File: src/rtl/wptr_handler_if.sv
// Write-side pointer handler bus: write request, synchronised read pointer,
// overflow clear, and the pointer/flag outputs of the write domain.
// The master drives requests; the slave (wptr_handler) drives pointers and flags.
interface wptr_handler_if #(
  parameter int PTR_WIDTH = 6
);
  logic                 w_en;
  logic [PTR_WIDTH:0]   g_rptr_sync;
  logic                 ovf_clr;
  logic                 w_accept;
  logic [PTR_WIDTH:0]   b_wptr;
  logic [PTR_WIDTH:0]   g_wptr;
  logic                 full;
  logic                 almost_full;
  logic [PTR_WIDTH:0]   wr_level;
  logic                 overflow;

  modport master (
    output w_en, g_rptr_sync, ovf_clr,
    input  w_accept, b_wptr, g_wptr, full, almost_full, wr_level, overflow
  );

  modport slave (
    input  w_en, g_rptr_sync, ovf_clr,
    output w_accept, b_wptr, g_wptr, full, almost_full, wr_level, overflow
  );
endinterface

File: src/rtl/wptr_handler.sv
// Write-domain pointer and flag logic of an asynchronous FIFO.
// Holds binary and Gray write pointers plus registered full, almost_full and
// fill level, all computed against the read Gray pointer that has already been
// synchronised into wclk. Full and level include the write accepted on the
// same edge, so the write side sees no lag of its own.
// Optional feature: define WPTR_OVERFLOW_EN to get a sticky overflow flag
// cleared by ovf_clr; otherwise overflow is tied low and ovf_clr is ignored.
module wptr_handler #(
  parameter int PTR_WIDTH = 6,
  parameter int AF_THRESH = 2**PTR_WIDTH - 8
) (
  input  logic           wclk,
  input  logic           rst,
  wptr_handler_if.slave  wif
);

  localparam logic [PTR_WIDTH:0] AF_LVL = (PTR_WIDTH+1)'(AF_THRESH);

  logic [PTR_WIDTH:0] b_wptr_q;
  logic [PTR_WIDTH:0] g_wptr_q;
  logic [PTR_WIDTH:0] level_q;
  logic               full_q;
  logic               af_q;

  logic               w_accept;
  logic [PTR_WIDTH:0] b_next;
  logic [PTR_WIDTH:0] g_next;
  logic [PTR_WIDTH:0] rbin;
  logic [PTR_WIDTH:0] lvl_next;
  logic [PTR_WIDTH:0] g_full_pat;
  logic               full_next;
  logic               af_next;

  // A write is only taken while not full; this is also the memory write strobe.
  assign w_accept = wif.w_en & ~full_q;

  assign b_next = b_wptr_q + {{PTR_WIDTH{1'b0}}, w_accept};
  assign g_next = (b_next >> 1) ^ b_next;

  // Gray-to-binary of the synchronised read pointer: each bit is the XOR of
  // itself and every Gray bit above it.
  always_comb begin
    rbin = '0;
    for (int i = 0; i <= PTR_WIDTH; i++) begin
      rbin[i] = ^(wif.g_rptr_sync >> i);
    end
  end

  // Modular difference stays correct when either pointer wraps.
  assign lvl_next = b_next - rbin;

  // Full when the write pointer is exactly one lap ahead of the read pointer:
  // in Gray code that is the top two bits inverted and the rest equal.
  assign g_full_pat = {~wif.g_rptr_sync[PTR_WIDTH:PTR_WIDTH-1],
                       wif.g_rptr_sync[PTR_WIDTH-2:0]};
  assign full_next  = (g_next == g_full_pat);
  assign af_next    = (lvl_next >= AF_LVL);

  // Register pointers, level and flags; async active-low reset clears them all.
  always_ff @(posedge wclk or negedge rst) begin
    if (!rst) begin
      b_wptr_q <= '0;
      g_wptr_q <= '0;
      level_q  <= '0;
      full_q   <= 1'b0;
      af_q     <= 1'b0;
    end else begin
      b_wptr_q <= b_next;
      g_wptr_q <= g_next;
      level_q  <= lvl_next;
      full_q   <= full_next;
      af_q     <= af_next;
    end
  end

`ifdef WPTR_OVERFLOW_EN
  logic ovf_q;

  // Sticky overflow: a dropped write sets it, ovf_clr clears it, set wins.
  always_ff @(posedge wclk or negedge rst) begin
    if (!rst) begin
      ovf_q <= 1'b0;
    end else if (wif.w_en & full_q) begin
      ovf_q <= 1'b1;
    end else if (wif.ovf_clr) begin
      ovf_q <= 1'b0;
    end
  end

  assign wif.overflow = ovf_q;
`else
  assign wif.overflow = 1'b0;
`endif

  assign wif.w_accept    = w_accept;
  assign wif.b_wptr      = b_wptr_q;
  assign wif.g_wptr      = g_wptr_q;
  assign wif.wr_level    = level_q;
  assign wif.full        = full_q;
  assign wif.almost_full = af_q;

endmodule
File: src/flat_wrapper.sv
// flat-port wrapper written by rule: the top's interface ports become plain ports
module wptr_handler_flat 
#(
  parameter int PTR_WIDTH = 6,
  parameter int AF_THRESH = 2**PTR_WIDTH - 8
)
  (wclk, rst, wif_w_en, wif_g_rptr_sync, wif_ovf_clr, wif_w_accept, wif_b_wptr, wif_g_wptr, wif_full, wif_almost_full, wif_wr_level, wif_overflow);
  wptr_handler_if #(.PTR_WIDTH(PTR_WIDTH)) wif_i ();
  input  logic wclk;
  input  logic rst;
  input wire logic [$bits(wif_i.w_en)-1:0] wif_w_en;
  input wire logic [$bits(wif_i.g_rptr_sync)-1:0] wif_g_rptr_sync;
  input wire logic [$bits(wif_i.ovf_clr)-1:0] wif_ovf_clr;
  output wire logic [$bits(wif_i.w_accept)-1:0] wif_w_accept;
  output wire logic [$bits(wif_i.b_wptr)-1:0] wif_b_wptr;
  output wire logic [$bits(wif_i.g_wptr)-1:0] wif_g_wptr;
  output wire logic [$bits(wif_i.full)-1:0] wif_full;
  output wire logic [$bits(wif_i.almost_full)-1:0] wif_almost_full;
  output wire logic [$bits(wif_i.wr_level)-1:0] wif_wr_level;
  output wire logic [$bits(wif_i.overflow)-1:0] wif_overflow;
  assign wif_i.w_en = wif_w_en;
  assign wif_i.g_rptr_sync = wif_g_rptr_sync;
  assign wif_i.ovf_clr = wif_ovf_clr;
  assign wif_w_accept = wif_i.w_accept;
  assign wif_b_wptr = wif_i.b_wptr;
  assign wif_g_wptr = wif_i.g_wptr;
  assign wif_full = wif_i.full;
  assign wif_almost_full = wif_i.almost_full;
  assign wif_wr_level = wif_i.wr_level;
  assign wif_overflow = wif_i.overflow;
  wptr_handler #(.PTR_WIDTH(PTR_WIDTH), .AF_THRESH(AF_THRESH)) u_core (.wclk(wclk), .rst(rst), .wif(wif_i));
endmodule
File: config.mk
export PLATFORM = sky130hd
export DESIGN_NAME = wptr_handler_flat
export DESIGN_NICKNAME = d
export VERILOG_FILES = /design/src/rtl/wptr_handler_if.sv /design/src/rtl/wptr_handler.sv /design/src/flat_wrapper.sv
export SDC_FILE = /design/constraint.sdc
export NUM_CORES = 1
export LEC_CHECK = 0
export CAP_MARGIN = 40
export CORE_MARGIN = 5
export CORE_UTILIZATION = 50
export DETAILED_ROUTE_END_ITERATION = 12
export GPL_TIMING_DRIVEN = 0
export MAX_ROUTING_LAYER = met4
export PLACE_DENSITY = 0.8
export SYNTH_ARGS = -nofsm -noshare
export SYNTH_HDL_FRONTEND = slang
export SYNTH_SLANG_ARGS = --single-unit
File: constraint.sdc
create_clock -name wclk -period 5.4 [get_ports wclk]
set_clock_uncertainty 0.1 [all_clocks]
set_input_delay 1.08 -clock wclk [delete_from_list [all_inputs] [get_ports wclk]]
set_output_delay 1.08 -clock wclk [all_outputs]
set_load 0.02 [all_outputs]
==> reports/qor.txt <==
grt peak-use layer = met2
PwrDens = 668 mW/mm^2
Critical Path Slowest Stage Cell = clkdlybuf4s50_1
vias in the first global route = 1,099
Yosys warning count = 0
H-tree levels = 1
P_leak = 0.857 nW
crit-path max FO = 8
arrival time worst endpoint = 4.14 ns
core area = 0.00278 sq mm
final period utilization = 0.754
top-area cell type share of the netlist area = 0.375
Fin Setup TNS = 0 ns
met1 Use GR = 0.199
detailed placer's ending HPWL = 2.43 mm
Antenna Cells = 0
number of flops mapped to enable cells by yosys = 0
WL final = 2.96 mm
Max Cap Violations = 0
Seq pwr share = 0.231
GRT overflow = 0
Final ANT Viol Nets = 0
# Post-CTS Setup Buffers = 0
async set-reset flop share out of synthesis = 1.00
max frequency = 246 MHz
cell taking the most area after synthesis = dfrtp_1
Net Sw Frac = 0.446
number of DRC markers after the initial detailed-route iteration = 23
share of layout cells above drive strength 1 = 0.117
Core Util, Final = 0.674
Placed Instance Area = 0.00185 sq mm
vias per cell = 5.25
sequential cell area = 551 sq um
Int Pwr = 0.000693 W
max-slew violations = 0
Cells after Synth = 134
min Tclk post-route = 4.07 ns
Clk Latency, worst-skew pair = 0.30 ns
RSZ-0062 raised after global routing = false
largest net degree at the start of global routing = 20
GRT met2 Usage = 0.265
synthesis-to-layout area growth = 27.7%
endpoints failing hold = 0
Syn Std Cell Area = 0.00147 sq mm
Clock Pin Slew Worst Setup and Hold Paths = 0.12 ns
NetSw = 0.000559 W
Unique masters post-synth = 46
Crit Path Class = in -> reg
count leader, synth = dfrtp_1
Crit path required time = 5.47 ns
final setup vio count = 0
Starting Density = 0.528
Die Y = 64.2 microns
Tot Pwr = 0.00125 W
input/output buffers = 33
CTS tree = built
Num CTS Buffers = 3
Cell Rows = 19
Ports = 36
total clock sinks = 22
chip width = 64.2 microns
Main synth FF type = dfrtp_1
combinational power share = 0.711
worst-path cell chain = clkdlybuf4s50_1 > nor2b_1 > ha_1 > nand4_1 > xor2_1 > inv_1 > ha_1 > inv_1 > and3_1 > a211o_1 > a41o_1 > nor3_2 > o311ai_2
CP startpoint kind = primary input
filler instances = 224
Seq/Total Area, Yosys = 0.375
Post-route DRC = 0
syn_area_per_cell = 11.0 sq um
Vias = 1,060
worst vdd ir = 0.000450 V
Total GRT Usage = 0.160
ranking of synthesized cells by area = dfrtp_1 (38%), xnor2_1 (13%), ha_1 (6.8%)
CP Capture Type = flip-flop
Commonest cells post-synth = dfrtp_1 (22), xnor2_1 (21), inv_1 (12)
Clk network pwr share = 0.058
drt wl/cell = 14.6 microns
net count reported at finish = 192
Crit path largest cell delay = 0.45 ns
global-route wire length before repair = 5.09 mm
post_cts resized = 0
Mapped Nets = 153
Clock Path Buffers = 2
GP Congestion = 0.751
Clock Tree Root = clkbuf_4
initial antenna violation count = 0
#FFs+latches synth = 22
Die Area = 0.00412 sq mm
multi-input logic area = 845 sq um
DRT Pass-1 Iters = 4
final instance area = 0.00187 sq mm
outcome = finished, final reports clean
HP Class = reg -> reg
CTS Hold Buffers Added = 0
Slew HR = 0.613
met3 usage = 0.0175
worst slew pin tran = 0.577 ns
[state kept, by name (all words and copies together), names as in the netlist]
signal	cells
u_core.wif.b_wptr	7
u_core.wif.g_wptr	6
u_core.wif.wr_level	7
u_core.wif.full	1
u_core.wif.almost_full	1
[power groups by stage]
stage          logic, W  clock network, W  registers, W
2_1_floorplan  0.000525                 0      0.000389
3_3_place_gp   0.000866                 0      0.000289
3_5_place_dp   0.000893                 0      0.000295
4_1_cts        0.000896         0.0000749      0.000291
5_1_grt        0.000975         0.0000833      0.000301
6_report       0.000890         0.0000723      0.000290
[critical path: cells and delay by family]
kind / cells / cell delay [ns]
AND/OR/NAND/NOR: 4 / 0.83
adder cells (fa/ha/maj): 2 / 0.67
AO/OA/AOI/OAI: 3 / 0.59
XOR/XNOR: 1 / 0.33
buffers and inverters: 3 / 0.65
[layout by cell type, fill, tap and decap left out, types with 2 or more instances in the layout]
cell type | Yosys | routed
clkbuf_4 | 0 | 3
buf_4 | 2 | 2
and2_1 | 2 | 2
xor2_1 | 9 | 9
nor3_1 | 2 | 2
nor2_1 | 3 | 3
a31oi_1 | 2 | 2
and3_1 | 2 | 2
o211ai_1 | 2 | 2
dfrtp_1 | 22 | 22
xnor2_1 | 21 | 21
a21o_1 | 2 | 2
a211oi_1 | 2 | 2
nand3_1 | 2 | 2
inv_1 | 12 | 12
mux2i_1 | 2 | 2
nand2_1 | 5 | 5
clkdlybuf4s50_1 | 0 | 33
xnor3_4 | 2 | 2
nand4_1 | 5 | 5
ha_1 | 8 | 8
[path summary, 6_finish.rpt]
kind	startpoint	end	slack, ns	cells after the start
min in group asynchronous	rst	u_core.wif.wr_level[1]	0.89	1
hold / removal	u_core.wif.b_wptr[0]	u_core.wif.b_wptr[0]	0.57	1
hold reg to reg	u_core.wif.b_wptr[0]	u_core.wif.b_wptr[0]	0.57	1
setup reg to reg	u_core.wif.full	u_core.wif.almost_full	2.18	12
setup / recovery	wif_w_en	u_core.wif.almost_full	1.33	13
max in group asynchronous	rst	u_core.wif.wr_level[4]	3.91	2
[routing by layer]
| layer | wire [microns] | vias to the layer above |
|---|---|---|
| met5 | 0 | - |
| li1 | - | 533 |
| met2 | 1530 | 26 |
| met1 | 1230 | 497 |
| met4 | 55 | 0 |
| met3 | 135 | 4 |
[metrics by stage]
step / cells / hold slack, ns / setup WS, ns
global route: 202 / 0.620 / 1.05
floorplan: 134 / 0.629 / 1.54
finish: 202 / 0.567 / 1.33
global placement: 198 / 0.517 / 1.09
CTS: 202 / 0.570 / 1.34
detailed placement: 199 / 0.541 / 1.03
[kinds of logic after synthesis]
| family | Yosys count | synth area share |
|---|---|---|
| buf+inv | 17 | 0.0494 |
| compound gates | 19 | 0.113 |
| xor+xnor | 35 | 0.261 |
| other cells | 1 | 0.00256 |
| mux | 2 | 0.0136 |
| fa+ha+maj | 8 | 0.0682 |
| flops | 22 | 0.375 |
| simple gates | 30 | 0.118 |
[area by class of cell]
| class | instances | share of cell area |
|---|---|---|
| Multi-Input combinational cell | 95 | 0.451 |
| Sequential cell | 22 | 0.294 |
| Timing Repair Buffer | 34 | 0.184 |
| Inverter | 13 | 0.0260 |
| Tap cell | 31 | 0.0207 |
| Buffer | 4 | 0.0127 |
| Clock buffer | 3 | 0.0120 |
(Power assumes the default switching activity.)
